$ cat src/rtl/gate_stim_capture_if.sv
// gate_stim_capture_if
//   Bundles the run handshake, stimulus/response and readback signals of
//   gate_stim_capture.
//   slave  : the sequencer (drives vec_out, busy, done, rd_data, signature)
//   master : the controller / gate-block side (drives start, resp_in, rd_addr)
`timescale 1ns/1ps
interface gate_stim_capture_if;
  logic       start;      // run request, sampled only in IDLE
  logic [4:0] vec_out;    // stimulus a=[4] .. e=[0]
  logic [2:0] resp_in;    // gate response x=[2] y=[1] z=[0]
  logic       busy;       // high while a run is in progress
  logic       done;       // one-cycle completion pulse
  logic [4:0] rd_addr;    // capture buffer read address
  logic [2:0] rd_data;    // registered buffer read data
  logic [7:0] signature;  // MISR result, valid when busy=0

  modport slave (
    input  start, resp_in, rd_addr,
    output vec_out, busy, done, rd_data, signature
  );

  modport master (
    output start, resp_in, rd_addr,
    input  vec_out, busy, done, rd_data, signature
  );
endinterface

$ cat src/rtl/gate_stim_capture.sv
// gate_stim_capture
//   Exhaustive stimulus sequencer and response capture for a 5-in/3-out
//   combinational gate block. Applies vectors 0..LAST_VEC in order, holds each
//   for SETTLE_CYCLES cycles, samples the response on the last edge of the
//   window into a 32x3 buffer and folds it into an 8-bit MISR.
//
// Parameters
//   SETTLE_CYCLES : cycles each vector is held (1..16)
//   LAST_VEC      : index of the final vector (0..31)
//
// Ports
//   clk   : clock, rising edge
//   reset : asynchronous, active-high reset
//   bus   : gate_stim_capture_if.slave (start, vec_out, resp_in, busy, done,
//           rd_addr, rd_data, signature)
//
// Build option
//   GATE_SIG_EN : when defined the MISR is compiled in; otherwise signature
//                 is tied to 8'h00.
`timescale 1ns/1ps
module gate_stim_capture #(
  parameter int SETTLE_CYCLES = 2,
  parameter int LAST_VEC      = 31
) (
  input  logic               clk,
  input  logic               reset,
  gate_stim_capture_if.slave bus
);

  // SETTLE_CYCLES-1 is at most 15
  localparam int               CNT_W      = 4;
  localparam logic [CNT_W-1:0] CNT_RELOAD = CNT_W'(SETTLE_CYCLES - 1);
  localparam logic [4:0]       LAST       = 5'(LAST_VEC);

  typedef enum logic {S_IDLE, S_RUN} state_t;

  state_t           state_q;
  logic [CNT_W-1:0] cnt_q;
  logic [4:0]       vec_q;
  logic             busy_q;
  logic             done_q;
  logic [2:0]       rd_data_q;
  logic [2:0]       mem [32];

  logic start_acc;
  logic sample;

  assign start_acc = (state_q == S_IDLE) && bus.start;
  // last edge of the settle window for the current vector
  assign sample    = (state_q == S_RUN) && (cnt_q == '0);

  // run sequencer
  always_ff @(posedge clk or posedge reset) begin
    if (reset) begin
      state_q <= S_IDLE;
      cnt_q   <= '0;
      vec_q   <= '0;
      busy_q  <= 1'b0;
      done_q  <= 1'b0;
    end else begin
      done_q <= 1'b0;
      case (state_q)
        S_IDLE: begin
          if (bus.start) begin
            vec_q   <= '0;
            cnt_q   <= CNT_RELOAD;
            busy_q  <= 1'b1;
            state_q <= S_RUN;
          end
        end
        S_RUN: begin
          if (cnt_q != '0) begin
            cnt_q <= cnt_q - 1'b1;
          end else if (vec_q == LAST) begin
            state_q <= S_IDLE;
            busy_q  <= 1'b0;
            done_q  <= 1'b1;
            vec_q   <= '0;
          end else begin
            vec_q <= vec_q + 5'd1;
            cnt_q <= CNT_RELOAD;
          end
        end
        default: state_q <= S_IDLE;
      endcase
    end
  end

  // capture storage is deliberately not reset so an aborted run keeps what
  // it already captured; write is gated by state, which reset forces to IDLE
  always_ff @(posedge clk) begin
    if (sample) mem[vec_q] <= bus.resp_in;
  end

  // read-before-write: a colliding read returns the old entry
  always_ff @(posedge clk or posedge reset) begin
    if (reset) rd_data_q <= '0;
    else       rd_data_q <= mem[bus.rd_addr];
  end

`ifdef GATE_SIG_EN
  // MISR, x^8+x^6+x^5+x^4+1, restarted from zero on every accepted start
  logic [7:0] sig_q;
  logic       sig_fb;

  assign sig_fb = sig_q[7] ^ sig_q[5] ^ sig_q[4] ^ sig_q[3];

  always_ff @(posedge clk or posedge reset) begin
    if (reset)          sig_q <= '0;
    else if (start_acc) sig_q <= '0;
    else if (sample)    sig_q <= {sig_q[6:0], sig_fb} ^ {5'b0, bus.resp_in};
  end

  assign bus.signature = sig_q;
`else
  assign bus.signature = 8'h00;
`endif

  assign bus.vec_out = vec_q;
  assign bus.busy    = busy_q;
  assign bus.done    = done_q;
  assign bus.rd_data = rd_data_q;

endmodule

$ cat src/flat_wrapper.sv
// flat-port wrapper written by rule: the top's interface ports become plain ports
module gate_stim_capture_flat 
#(
  parameter int SETTLE_CYCLES = 2,
  parameter int LAST_VEC      = 31
)
  (clk, reset, bus_start, bus_resp_in, bus_rd_addr, bus_vec_out, bus_busy, bus_done, bus_rd_data, bus_signature);
  gate_stim_capture_if bus_i ();
  input  logic clk;
  input  logic reset;
  input wire logic [$bits(bus_i.start)-1:0] bus_start;
  input wire logic [$bits(bus_i.resp_in)-1:0] bus_resp_in;
  input wire logic [$bits(bus_i.rd_addr)-1:0] bus_rd_addr;
  output wire logic [$bits(bus_i.vec_out)-1:0] bus_vec_out;
  output wire logic [$bits(bus_i.busy)-1:0] bus_busy;
  output wire logic [$bits(bus_i.done)-1:0] bus_done;
  output wire logic [$bits(bus_i.rd_data)-1:0] bus_rd_data;
  output wire logic [$bits(bus_i.signature)-1:0] bus_signature;
  assign bus_i.start = bus_start;
  assign bus_i.resp_in = bus_resp_in;
  assign bus_i.rd_addr = bus_rd_addr;
  assign bus_vec_out = bus_i.vec_out;
  assign bus_busy = bus_i.busy;
  assign bus_done = bus_i.done;
  assign bus_rd_data = bus_i.rd_data;
  assign bus_signature = bus_i.signature;
  gate_stim_capture #(.SETTLE_CYCLES(SETTLE_CYCLES), .LAST_VEC(LAST_VEC)) u_core (.clk(clk), .reset(reset), .bus(bus_i));
endmodule
$ cat config.mk
export PLATFORM = sky130hd
export DESIGN_NAME = gate_stim_capture_flat
export DESIGN_NICKNAME = d
export VERILOG_FILES = /design/src/rtl/gate_stim_capture_if.sv /design/src/rtl/gate_stim_capture.sv /design/src/flat_wrapper.sv
export SDC_FILE = /design/constraint.sdc
export NUM_CORES = 1
export LEC_CHECK = 0
export BUFFER_PORTS_ARGS = -buffer_cell sky130_fd_sc_hd__buf_2
export CELL_PAD_IN_SITES_DETAIL_PLACEMENT = 0
export CELL_PAD_IN_SITES_GLOBAL_PLACEMENT = 1
export CORE_MARGIN = 3
export CORE_UTILIZATION = 55
export DETAILED_ROUTE_END_ITERATION = 8
export PLACE_DENSITY = 0.89
export REMOVE_ABC_BUFFERS = 1
export SLEW_MARGIN = 0
export SYNTH_ARGS = -nofsm -noshare
export SYNTH_HDL_FRONTEND = slang
export SYNTH_SLANG_ARGS = --single-unit
export TNS_END_PERCENT = 10
$ cat constraint.sdc
create_clock -name clk -period 3.6 [get_ports clk]
set_input_delay 0.54 -clock clk [delete_from_list [all_inputs] [get_ports clk]]
set_output_delay 0.54 -clock clk [all_outputs]
set_load 0.02 [all_outputs]
---- Word level (Yosys, flattened, before mapping) ----
Memories as Yosys holds them, arrays and structs flattened. A register that Yosys moved wholly into a read port is not among the register bits.
Cells that the tools add are included.
W data, S select, Z words.
storage, ports and cells
  bits in registers ....................... 12
  bits in latches ......................... 0
  RAM bits ................................ 96
  bits in read-only memories .............. 0
  output and inout port bits .............. 18
  word-level logic and storage cells ...... 41
  memories kept ........................... 1
operators by class
  add/sub/neg operators ................... 2
  multipliers ............................. 0
  divide/modulo/power cells ............... 0
  order comparisons ....................... 0
  eq/ne operators ......................... 5
  shifts and indexed selects .............. 0
  mux-type cells .......................... 21
  bitwise gates (word level) .............. 1
  reductions and logical operators ........ 6
memories
  name        depth  bits a word  rd ports  clocked after Yosys merged registers in  wr ports  line                     text
  u_core.mem  32     3            1         1                                        1         gate_stim_capture.sv:43  logic [2:0] mem [32];
operators by type and width
  cell                   count
  $mux W5                3
  $mux W4                3
  $mux W1                11
  $pmux W5 S2            1
  $pmux W4 S2            1
  $ne A2 B2 Y1 const B   3
  $add A5 B1 Y5 const B  1
  $eq A5 B5 Y1 const B   1
  $logic_not A4 Y1       1
  $pmux W1 S2            2
  $reduce_and A2 Y1      2
  $reduce_bool A4 Y1     1
  $sub A4 B1 Y4 const B  1
  $ne A3 B3 Y1 const B   1
  $reduce_and A3 Y1      1
  $logic_and A1 B1 Y1    1
  $not A1 Y1             1

---- Logic depth before layout (Yosys ltp) ----
Gate-level depths: netlist of run 1.
  depth in word-level cells ............... 4
  mapped depth ............................ 7
  depth with buffers taken out ............ 7

---- Least setup slack after synthesis of run 1 ----
No wires, ideal clock.
  path type ............................... input -> register
  from .................................... input bus_rd_addr[2]
  to ...................................... register u_core.rd_data_q[0] (netlist: u_core.bus.rd_data[0]), read port of u_core.mem
  arrival time ............................ 2.143 ns
  data required time ...................... 3.475 ns
  slack ................................... 1.332 ns
  cell stages on the path ................. 5
  path through ............................ clkbuf_1 -> clkbuf_1 -> mux4_2 -> mux4_2 -> mux2_2
RTL lines
  what             line                     text
  start, declared  flat_wrapper.sv:13       input wire logic [$bits(bus_i.rd_addr)-1:0] bus_rd_addr;
  end, declared    gate_stim_capture.sv:42  logic [2:0] rd_data_q;

==> impl_metrics.env, run 1 <==
export IMPL_start_kind="input pin"
export IMPL_avgSynthCellArea_um2=17.69
export IMPL_synthTopCellsByArea="edfxtp_1 (62%), mux4_2 (15%), dfrtp_1 (8.1%), nor2_1 (3.0%), ha_1 (1.9%)"
export IMPL_sequentialPowerShare_pct=57.1
export IMPL_swShare_pct=29.36
export IMPL_port_buffers=20
export IMPL_vias_per_cell=5.931
export IMPL_path_cells="buf_2, buf_4, mux4_2, mux4_2, mux2_2"
export IMPL_slew_headroom_pct=56.23
export IMPL_antenna_left=0
export IMPL_gp_congestion=0.8157
export IMPL_num_fill_cells=564
export IMPL_regToRegEndpoint="u_core.mem[16][1]"
export IMPL_num_vias=2313
export IMPL_skew_ns=0.01633
export IMPL_min_path_type="input pin to asynchronous set/reset pin"
export IMPL_critical_path_required_ns=3.86
export IMPL_vdd_drop_max_mv=0.3869
export IMPL_clock_latency_ns=0.36
export IMPL_pwr_share_comb_pct=17.5
export IMPL_coreArea_um2=7928
export IMPL_numClockSinks=111
export IMPL_r2r_start="u_core.cnt_q[0]"
export IMPL_grt_pass1_wl_um=13080
export IMPL_grt_antenna_before_repair=0
export IMPL_yosys_area_top_type="edfxtp_1"
export IMPL_cap_viol_max_count=0
export IMPL_fin_nets=301
export IMPL_root_buffer="clkbuf_8"
export IMPL_cts_hold_buf=0
export IMPL_finalSetupViolCount=0
export IMPL_first_pass_iters=4
export IMPL_fin_crit_ns=2.238
export IMPL_arrival_ns=2.49
export IMPL_antenna_cells=0
export IMPL_cts_repair_resized=0
export IMPL_crit_top_cell="mux4_2"
export IMPL_grt_max_degree=33
export IMPL_finalHoldViolCount=0
export IMPL_dr_first_iter_drc_count=298
export IMPL_slowest_delay_ns=0.52
export IMPL_synth_seq_cells=111
export IMPL_area_delta_synth_final_pct=7.396
export IMPL_yosys_warnings=0
export IMPL_power_frac_clock_pct=25.4
export IMPL_fin_cells=390
export IMPL_drc=0
export IMPL_p_int_uw=1935
export IMPL_post_drt_wl_per_cell_um=20.48
export IMPL_holdWs_ns=0.2455
export IMPL_io_pins=29
export IMPL_netlist_area_um2=4618
export IMPL_grt_usage_pct=18.25
export IMPL_grt_overflow=0
export IMPL_crit_family="multiplexers"
export IMPL_die_x_um=97.64
export IMPL_pwr_density_cell_nw_per_um2=552.3
export IMPL_dp_final_hpwl_um=5561
export IMPL_crit_path_end_kind="flip-flop"
export IMPL_cts_setup_buffers=0
export IMPL_setup_tns_ns=0
export IMPL_grt_pass1_vias=2331
export IMPL_num_rows=32
export IMPL_fmax_mhz=446.9
export IMPL_cts_tree="built"
export IMPL_cts_max_path_buffers=2
export IMPL_reg2reg_slack_ns=1.49
export IMPL_path_buf_inv=2
export IMPL_syn_inst=261
export IMPL_drt_total_wl_um=7988
export IMPL_crit_fanout=14
export IMPL_synth_cell_types=32
export IMPL_netlist_area_leader_share_pct=62.42
export IMPL_htreeDepth=3
export IMPL_drive_gt1_share_pct=25.69
export IMPL_multiInputGateArea_um2=1236
export IMPL_status="finished clean"
export IMPL_regArea_um2=3258
export IMPL_worstSetupPathType="input pin to flip-flop"
export IMPL_place_inst=374
export IMPL_cp_slowest_cell="mux4_2"
export IMPL_cts_buffers_inserted=9
export IMPL_p_switching_uw=804.3
export IMPL_tightest_slew_ns=0.6558
export IMPL_p_leak_uw=0.001687
export IMPL_finalCritPeriodShare_pct=62.16
export IMPL_die_h_um=97.64
export IMPL_ys_seq_area_share_pct=70.55
export IMPL_initial_core_util_pct=58.25
export IMPL_rsz0062_at_grt="no"
export IMPL_clk_pin_slew_ns=0.10
export IMPL_die_area_um2=9533
export IMPL_slew_violations=0
export IMPL_worst_r2r_path_depth=6
-- final cells by class --
cell class / count / area share (%)
Multi-Input combinational cell: 130 / 24.92
Timing Repair Buffer: 23 / 2.472
Clock inverter: 7 / 1.236
Clock buffer: 9 / 2.497
Inverter: 8 / 0.6054
Sequential cell: 111 / 65.69
Tap cell: 102 / 2.573
-- layer usage --
metal	part of all wire, %	global-route usage, %	wire length (um)
met2	47	26.15	3792
met1	45	27.67	3593
met5	0	0	0
met3	6.1	4.594	486
met4	1.5	6.283	116
-- Yosys cell counts --
cell type and number:
edfxtp_1 96, nor2_1 37, mux4_2 30, dfrtp_1 15, nand2_1 10, buf_4 9, inv_1 8, ha_1 7
clkbuf_1 6, nand2b_1 5, o21ai_0 5, mux2_2 3, nand3b_1 3, o22ai_1 3, and3_1 2, buf_1 2
buf_6 2, nor3b_1 2, or3_1 2, or3b_2 2, a21o_1 1, a21oi_1 1, a2bb2oi_1 1, and2_1 1
conb_1 1, nand3_1 1, nor2b_1 1, nor3_1 1, nor4bb_1 1, o211ai_1 1, o31ai_1 1, xnor2_1 1
-- cells in the final DEF, fill, tap and decap left out, drive strengths merged, types with 5 or more instances in the layout --
master	count
edfxtp	96
nor2	37
mux4	30
buf	23
dfrtp	15
inv	13
nand2	10
clkbuf	9
conb	8
ha	7
nand2b	5
o21ai	5
-- metrics by stage --
step	util [%]	cell area, um^2	power [uW]	setup WS [ns]
3_5_place_dp	60.23	4775	2079	0.9395
3_3_place_gp	60.23	4775	2064	1.002
4_1_cts	62.56	4960	2759	1.342
2_1_floorplan	-	4524	1901	1.079
5_1_grt	62.56	4960	2885	1.274
6_report	62.56	4960	2740	1.362
-- cells by family after synthesis --
logic type,synth area share (%)
fa+ha+maj,1.896
buf+inv,3.251
flops,70.55
simple gates,6.936
mux,15.36
xor+xnor,0.1897
other cells,0.08120
compound gates,1.734
-- worst reg2reg max path, delay by kind of cell (launching register included) --
| family | cells | cell delay (ns) |
|---|---|---|
| flops | 1 | 0.41 |
| fa+ha+maj | 1 | 0.16 |
| simple gates | 3 | 0.89 |
| buf+inv | 2 | 0.32 |
-- state kept, by name, summed over array words and instances, names as in the netlist --
| register | cells |
|---|---|
| u_core.cnt_q | 4 |
| u_core.bus.busy | 1 |
| u_core.state_q | 1 |
| u_core.bus.rd_data | 3 |
| u_core.mem | 96 |
| u_core.bus.done | 1 |
| u_core.bus.vec_out | 5 |
-- how the worst max path moves through the flow --
stage | start | endpoint | slack [ns] | cells after the start
floorplan | u_core.cnt_q[0] | u_core.mem[11][0] | 1.08 | 5
global placement | bus_rd_addr[1] | u_core.bus.rd_data[1] | 1.00 | 5
detailed placement | bus_rd_addr[1] | u_core.bus.rd_data[1] | 0.94 | 5
CTS | bus_rd_addr[1] | u_core.bus.rd_data[1] | 1.34 | 5
global route | bus_rd_addr[1] | u_core.bus.rd_data[1] | 1.27 | 5
finish | bus_rd_addr[1] | u_core.bus.rd_data[1] | 1.36 | 5
-- power groups by stage --
stage	combinational, uW	clock, uW	sequential [uW]
detailed placement	484	0	1590
CTS	484	708	1570
floorplan	293	0	1610
global placement	473	0	1590
global route	534	765	1590
finish	478	696	1570
No activity file was read; power rests on OpenSTA's default activity.
==> run 2, diff against run 1 <==
- CORE_UTILIZATION: 55 -> 47
- PLACE_DENSITY: 0.89 -> 0.81
- clock period: 3.6 -> 1.98 ns (I/O delays scaled with it)
==> run 2 against run 1 <==
First-iteration DRC count decreased by 49%. Sequential cell count stayed put. Utilization fell by 7.6 points. Sequential share of layout area shrank 2.7 points. Hold slack got worse by 0.23 ns. Critical path depth is 1 higher. Sequential power increased by 80%. Combinational power increased by 110%. Power is 93% higher. Setup slack worse by 1.3 ns. Largest power group unchanged.
==> impl_metrics.env, run 2 (synthesized netlist as in run 1, its figures left out) <==
export IMPL_num_rows=35
export IMPL_status="finished clean"
export IMPL_crit_family="simple AND/OR/NAND/NOR gates"
export IMPL_area_delta_synth_final_pct=11.98
export IMPL_path_depth=6
export IMPL_crit_path_end_kind="flip-flop"
export IMPL_pwr_density_cell_nw_per_um2=1022
export IMPL_numClockSinks=111
export IMPL_cts_buffers_inserted=9
export IMPL_grt_max_degree=33
export IMPL_layout_cells_most_common="edfxtp_1"
export IMPL_p_leak_uw=0.001723
export IMPL_crit_fanout=13
export IMPL_finish_utilization_pct=54.92
export IMPL_largest_reg_flops=96
export IMPL_die_x_um=105.1
export IMPL_rsz0062_at_grt="yes"
export IMPL_worst_r2r_path_depth=6
export IMPL_post_drt_wl_per_cell_um=19.21
export IMPL_tightest_slew_ns=0.6523
export IMPL_cp_slowest_cell="dfrtp_1"
export IMPL_critical_path_required_ns=2.04
export IMPL_final_cell_mix="edfxtp_1 (96), mux4_2 (30), nor2_2 (29)"
export IMPL_grt_antenna_before_repair=0
export IMPL_antenna_left=0
export IMPL_grt_pass1_vias=2304
export IMPL_min_path_type="input pin to asynchronous set/reset pin"
export IMPL_drt_total_wl_um=8067
export IMPL_holdWs_ns=0.01406
export IMPL_finalCritPeriodShare_pct=97.01
export IMPL_grt_overflow=0
export IMPL_clk_pin_slew_ns=0.10
export IMPL_arrival_ns=1.98
export IMPL_slew_headroom_pct=56.47
export IMPL_num_vias=2283
export IMPL_vdd_drop_max_mv=0.5171
export IMPL_cap_viol_max_count=0
export IMPL_fmax_mhz=520.6
export IMPL_skew_ns=0.01012
export IMPL_cts_tree="built"
export IMPL_coreArea_um2=9415
export IMPL_dr_first_iter_drc_count=153
export IMPL_reg2reg_slack_ns=0.06
export IMPL_die_h_um=105.1
export IMPL_path_buf_inv=2
export IMPL_finalSetupViolCount=0
export IMPL_fin_crit_ns=1.921
export IMPL_vias_per_cell=5.436
export IMPL_regToRegEndpoint="u_core.mem[9][0]"
export IMPL_first_pass_iters=4
export IMPL_fin_nets=304
export IMPL_cts_max_path_buffers=2
export IMPL_dp_final_hpwl_um=5540
export IMPL_initial_core_util_pct=49.05
export IMPL_num_fill_cells=713
export IMPL_clock_latency_ns=0.36
export IMPL_path_cells="inv_1, ha_1, nor4bb_1, buf_4, nand2_2, nor2_2"
export IMPL_die_area_um2=11050
export IMPL_top_register="u_core.mem"
export IMPL_start_kind="flip-flop"
export IMPL_finalHoldViolCount=0
export IMPL_grt_usage_pct=15.44
export IMPL_drive_gt1_share_pct=38.14
export IMPL_port_buffers=20
export IMPL_antenna_cells=0
export IMPL_drc=0
export IMPL_grt_pass1_wl_um=12740
export IMPL_htreeDepth=3
export IMPL_io_pins=29
export IMPL_slowest_delay_ns=0.40
export IMPL_worstSetupPathType="flip-flop to flip-flop"
export IMPL_gp_congestion=0.7564
export IMPL_r2r_start="u_core.cnt_q[0]"
export IMPL_root_buffer="clkbuf_8"
export IMPL_slew_violations=0
## run 2: cell types whose count changed in the layout (fill, tap and decap cells not counted), sizes merged
cell | previous run | this run
buf | 23 | 26
inv | 13 | 10
bufinv | 0 | 2
clkbuf | 9 | 10
## run 2: how the worst max path moves through the flow
| stage | startpoint | to | slack, ns |
|---|---|---|---|
| final | u_core.cnt_q[0] | u_core.mem[9][0] | 0.06 |
| after global routing | u_core.cnt_q[0] | u_core.mem[26][2] | -0.08 |
| after CTS | u_core.cnt_q[0] | u_core.mem[8][1] | -0.07 |
| after detailed placement | u_core.cnt_q[0] | u_core.mem[14][1] | -0.13 |
| after global placement | u_core.cnt_q[0] | u_core.mem[8][2] | -0.1 |
| after floorplan | u_core.cnt_q[0] | u_core.mem[11][0] | -0.54 |
## run 2: area by class of cell
cell class	count	area (um^2)	share of cell area (%)
clock buffers	10	127.6	2.468
well taps	129	161.4	3.121
multi-input cells	130	1334	25.79
clock inverters	6	90.09	1.742
flip-flops and latches	111	3258	63.00
inverters	8	30.03	0.5807
repair buffers	26	170.2	3.291
## run 2: metrics by stage
step                      setup TNS [ns]  power (uW)  setup slack (ns)  area (um^2)  std cells
after floorplan                   -51.20        3456           -0.5408         4524        249
after global placement            -1.780        3792          -0.09921         4856        404
after detailed placement          -3.808        3808           -0.1283         4856        404
after CTS                         -2.704        5250          -0.07415         5101        420
after global routing              -4.606        5545          -0.08361         5171        420
final                                  0        5284           0.05911         5171        420
## run 2: routing by layer
layer / global-route usage, % / part of all wire, % / vias up
met1: 22.60 / 45 / 1170
met4: 6.186 / 1.7 / 0
met3: 3.274 / 4.8 / 15
met2: 22.78 / 48 / 65
li1: - / - / 1033
met5: 0 / 0 / -
## run 2: power breakdown
| part | internal, uW | leakage [uW] | switching (uW) |
|---|---|---|---|
| Clock | 721 | 0.000107 | 724 |
| Combinational | 387 | 0.000573 | 625 |
| Sequential | 2680 | 0.00104 | 147 |
## run 2: worst register-to-register path: stages, from the launching register on
cell,delay (ns)
dfrtp_1,0.40
inv_1,0.10
ha_1,0.16
nor4bb_1,0.26
buf_4,0.23
nand2_2,0.21
nor2_2,0.28
## run 2: repair_timing
| action | 4_1_cts | 5_1_grt |
|---|---|---|
| setup endpoints to repair | 78 | 94 |
| setup buffers | 0 | 0 |
| hold buffers | 0 | 0 |
| resized for setup | 11 | 26 |
==> run 3, diff against run 2 <==
- ABC_AREA: not set -> 1
- CORE_UTILIZATION: 47 -> 43
- SLEW_MARGIN: 0 -> 20
==> run 3 against run 2 <==
Via count rose by 38%. Wire length up 20%. Synthesized area is 4.4% higher. Clock power hardly changed. Maximum frequency increased by 2.8%. Critical path type unchanged.
==> impl_metrics.env, run 3 <==
export IMPL_rsz0062_at_grt="yes"
export IMPL_fmax_mhz=535.3
export IMPL_num_rows=38
export IMPL_vdd_drop_max_mv=0.6258
export IMPL_place_inst=608
export IMPL_reg2reg_slack_ns=0.11
export IMPL_gp_congestion=0.7765
export IMPL_largest_reg_flops=96
export IMPL_worstSetupPathType="flip-flop to flip-flop"
export IMPL_crit_family="simple AND/OR/NAND/NOR gates"
export IMPL_cts_setup_buffers=0
export IMPL_arrival_ns=1.91
export IMPL_status="finished clean"
export IMPL_cap_viol_max_count=0
export IMPL_path_cells="inv_1, ha_1, nand4_2, inv_2, nand2_1, nor2_1"
export IMPL_antenna_cells=0
export IMPL_dp_final_hpwl_um=6570
export IMPL_netlist_area_um2=4820
export IMPL_finalCritPeriodShare_pct=94.35
export IMPL_r2r_start="u_core.cnt_q[0]"
export IMPL_port_buffers=20
export IMPL_die_area_um2=12510
export IMPL_grt_usage_pct=16.14
export IMPL_netlist_area_leader_share_pct=59.81
export IMPL_critical_path_required_ns=2.02
export IMPL_finalHoldViolCount=0
export IMPL_cp_slowest_cell="dfrtp_1"
export IMPL_synth_cell_types=22
export IMPL_cts_tree="built"
export IMPL_p_leak_uw=0.002054
export IMPL_tightest_slew_ns=0.6965
export IMPL_worst_r2r_path_depth=6
export IMPL_cts_hold_buf=0
export IMPL_synthTopCellsByArea="edfxtp_1 (60%), nand2_1 (12%), nand3_1 (8.5%), dfrtp_1 (7.8%), nor2_1 (3.0%)"
export IMPL_power_frac_clock_pct=29.3
export IMPL_ys_seq_area_share_pct=67.60
export IMPL_grt_pass1_wl_um=15740
export IMPL_area_delta_synth_final_pct=9.242
export IMPL_num_vias=3155
export IMPL_dr_first_iter_drc_count=204
export IMPL_layout_cells_most_common="nand2_1"
export IMPL_yosys_warnings=0
export IMPL_pre_cts_ws_ns=0.1104
export IMPL_avgSynthCellArea_um2=10.59
export IMPL_slew_headroom_pct=53.51
export IMPL_post_drt_wl_per_cell_um=15.47
export IMPL_worstSetupStartpoint="u_core.cnt_q[0]"
export IMPL_slowest_delay_ns=0.39
export IMPL_wl_met1_um=4090
export IMPL_sequentialPowerShare_pct=54.5
export IMPL_crit_path_end="u_core.mem[6][0]"
export IMPL_finalWorstSetupSlack_ns=0.1119
export IMPL_top_register="u_core.mem"
export IMPL_setup_tns_ns=0
export IMPL_grt_max_degree=33
export IMPL_pwr_density_cell_nw_per_um2=942.8
export IMPL_start_kind="flip-flop"
export IMPL_grt_overflow=0
export IMPL_pwr_share_comb_pct=16.2
export IMPL_yosysMostFrequentCell="nand2_1"
export IMPL_cts_max_path_buffers=2
export IMPL_p_switching_uw=1337
export IMPL_numClockSinks=111
export IMPL_p_int_uw=3627
export IMPL_path_depth=6
export IMPL_antenna_left=0
export IMPL_finalSetupViolCount=0
export IMPL_clock_latency_ns=0.36
export IMPL_synth_seq_cells=111
export IMPL_synth_common_cells="nand2_1 (152), edfxtp_1 (96), nand3_1 (82), nor2_1 (38), dfrtp_1 (15)"
export IMPL_grt_pass1_vias=3232
export IMPL_root_buffer="clkbuf_8"
export IMPL_die_h_um=111.9
export IMPL_ys_async_sr_fraction_pct=13.51
export IMPL_wl_met3_um=617
export IMPL_finish_utilization_pct=48.36
export IMPL_cts_buffers_inserted=9
export IMPL_wl_met2_um=4795
export IMPL_grt_antenna_before_repair=0
export IMPL_vias_per_cell=5.056
export IMPL_yosys_most_used_dff="edfxtp_1"
export IMPL_path_buf_inv=2
export IMPL_regToRegEndpoint="u_core.mem[6][0]"
export IMPL_slew_violations=0
export IMPL_coreArea_um2=10890
export IMPL_drt_total_wl_um=9654
export IMPL_min_path_type="input pin to asynchronous set/reset pin"
export IMPL_initial_core_util_pct=44.27
export IMPL_crit_fanout=8
export IMPL_fin_crit_ns=1.868
export IMPL_skew_ns=0.01501
export IMPL_syn_inst=455
export IMPL_first_pass_iters=4
export IMPL_top_layer="met4"
export IMPL_crit_path_end_kind="flip-flop"
export IMPL_htreeDepth=3
export IMPL_swShare_pct=26.93
export IMPL_yosys_area_top_type="edfxtp_1"
export IMPL_clk_pin_slew_ns=0.10
export IMPL_fin_cells=624
export IMPL_final_cell_mix="nand2_1 (152), edfxtp_1 (96), nand3_1 (82)"
export IMPL_drc=0
export IMPL_die_x_um=111.9
export IMPL_drive_gt1_share_pct=11.57
export IMPL_fin_nets=497
export IMPL_synth_edff_count=96
export IMPL_io_pins=29
-- run 3: metal layers --
| layer | global-route usage (%) | up-vias |
|---|---|---|
| met4 | 5.191 | 0 |
| li1 | - | 1571 |
| met5 | 0 | - |
| met3 | 3.587 | 11 |
| met2 | 27.62 | 100 |
| met1 | 20.48 | 1473 |
-- run 3: kinds of logic (layout without fill, tap and decap cells) --
| kind of cell | count (synthesis) | after routing | synth area share, % |
|---|---|---|---|
| XOR/XNOR | 1 | 1 | 0.1818 |
| buffers and inverters | 45 | 67 | 4.958 |
| adder cells (fa/ha/maj) | 7 | 7 | 1.817 |
| flip-flops | 111 | 111 | 67.60 |
| other | 1 | 8 | 0.07781 |
| AND/OR/NAND/NOR | 275 | 275 | 23.78 |
| AO/OA/AOI/OAI | 15 | 15 | 1.584 |
-- run 3: power groups by stage --
stage	clock (uW)	sequential [uW]	combinational [uW]
floorplan	0	2810	445
global placement	0	2760	799
detailed placement	0	2760	812
CTS	1480	2710	813
global route	1580	2720	917
finish	1450	2710	806
-- run 3: area by class of cell --
cell class,count,area (um^2)
sequential,111,3258
fill,984,5623
clock inverter,6,91.34
clock buffer,10,127.6
multi-input combinational,306,1351
timing repair buffer,32,190.2
inverter,19,71.32
tap,140,175.2
-- run 3: worst min path at each step --
stage                       to  cells after the start  start  slack (ns)
2_1_floorplan  u_core.bus.busy                      1  reset        0.20
4_1_cts        u_core.cnt_q[1]                      2  reset        0.04
3_5_place_dp   u_core.cnt_q[1]                      2  reset        0.44
6_report       u_core.cnt_q[0]                      2  reset        0.03
3_3_place_gp   u_core.bus.busy                      2  reset        0.42
5_1_grt        u_core.cnt_q[1]                      2  reset        0.04
-- run 3: through the flow --
stage	hold slack (ns)	instance area, um^2	total power [uW]
2_1_floorplan	0.1985	4678	3254
3_3_place_gp	0.4229	5044	3554
3_5_place_dp	0.4446	5044	3569
4_1_cts	0.03787	5263	5003
5_1_grt	0.04181	5265	5216
6_report	0.02529	5265	4964
-- run 3: repair_timing --
item                                   CTS  global route
setup endpoints to repair                0            30
endpoints found under the hold margin    0             0
resized for setup                        0             1
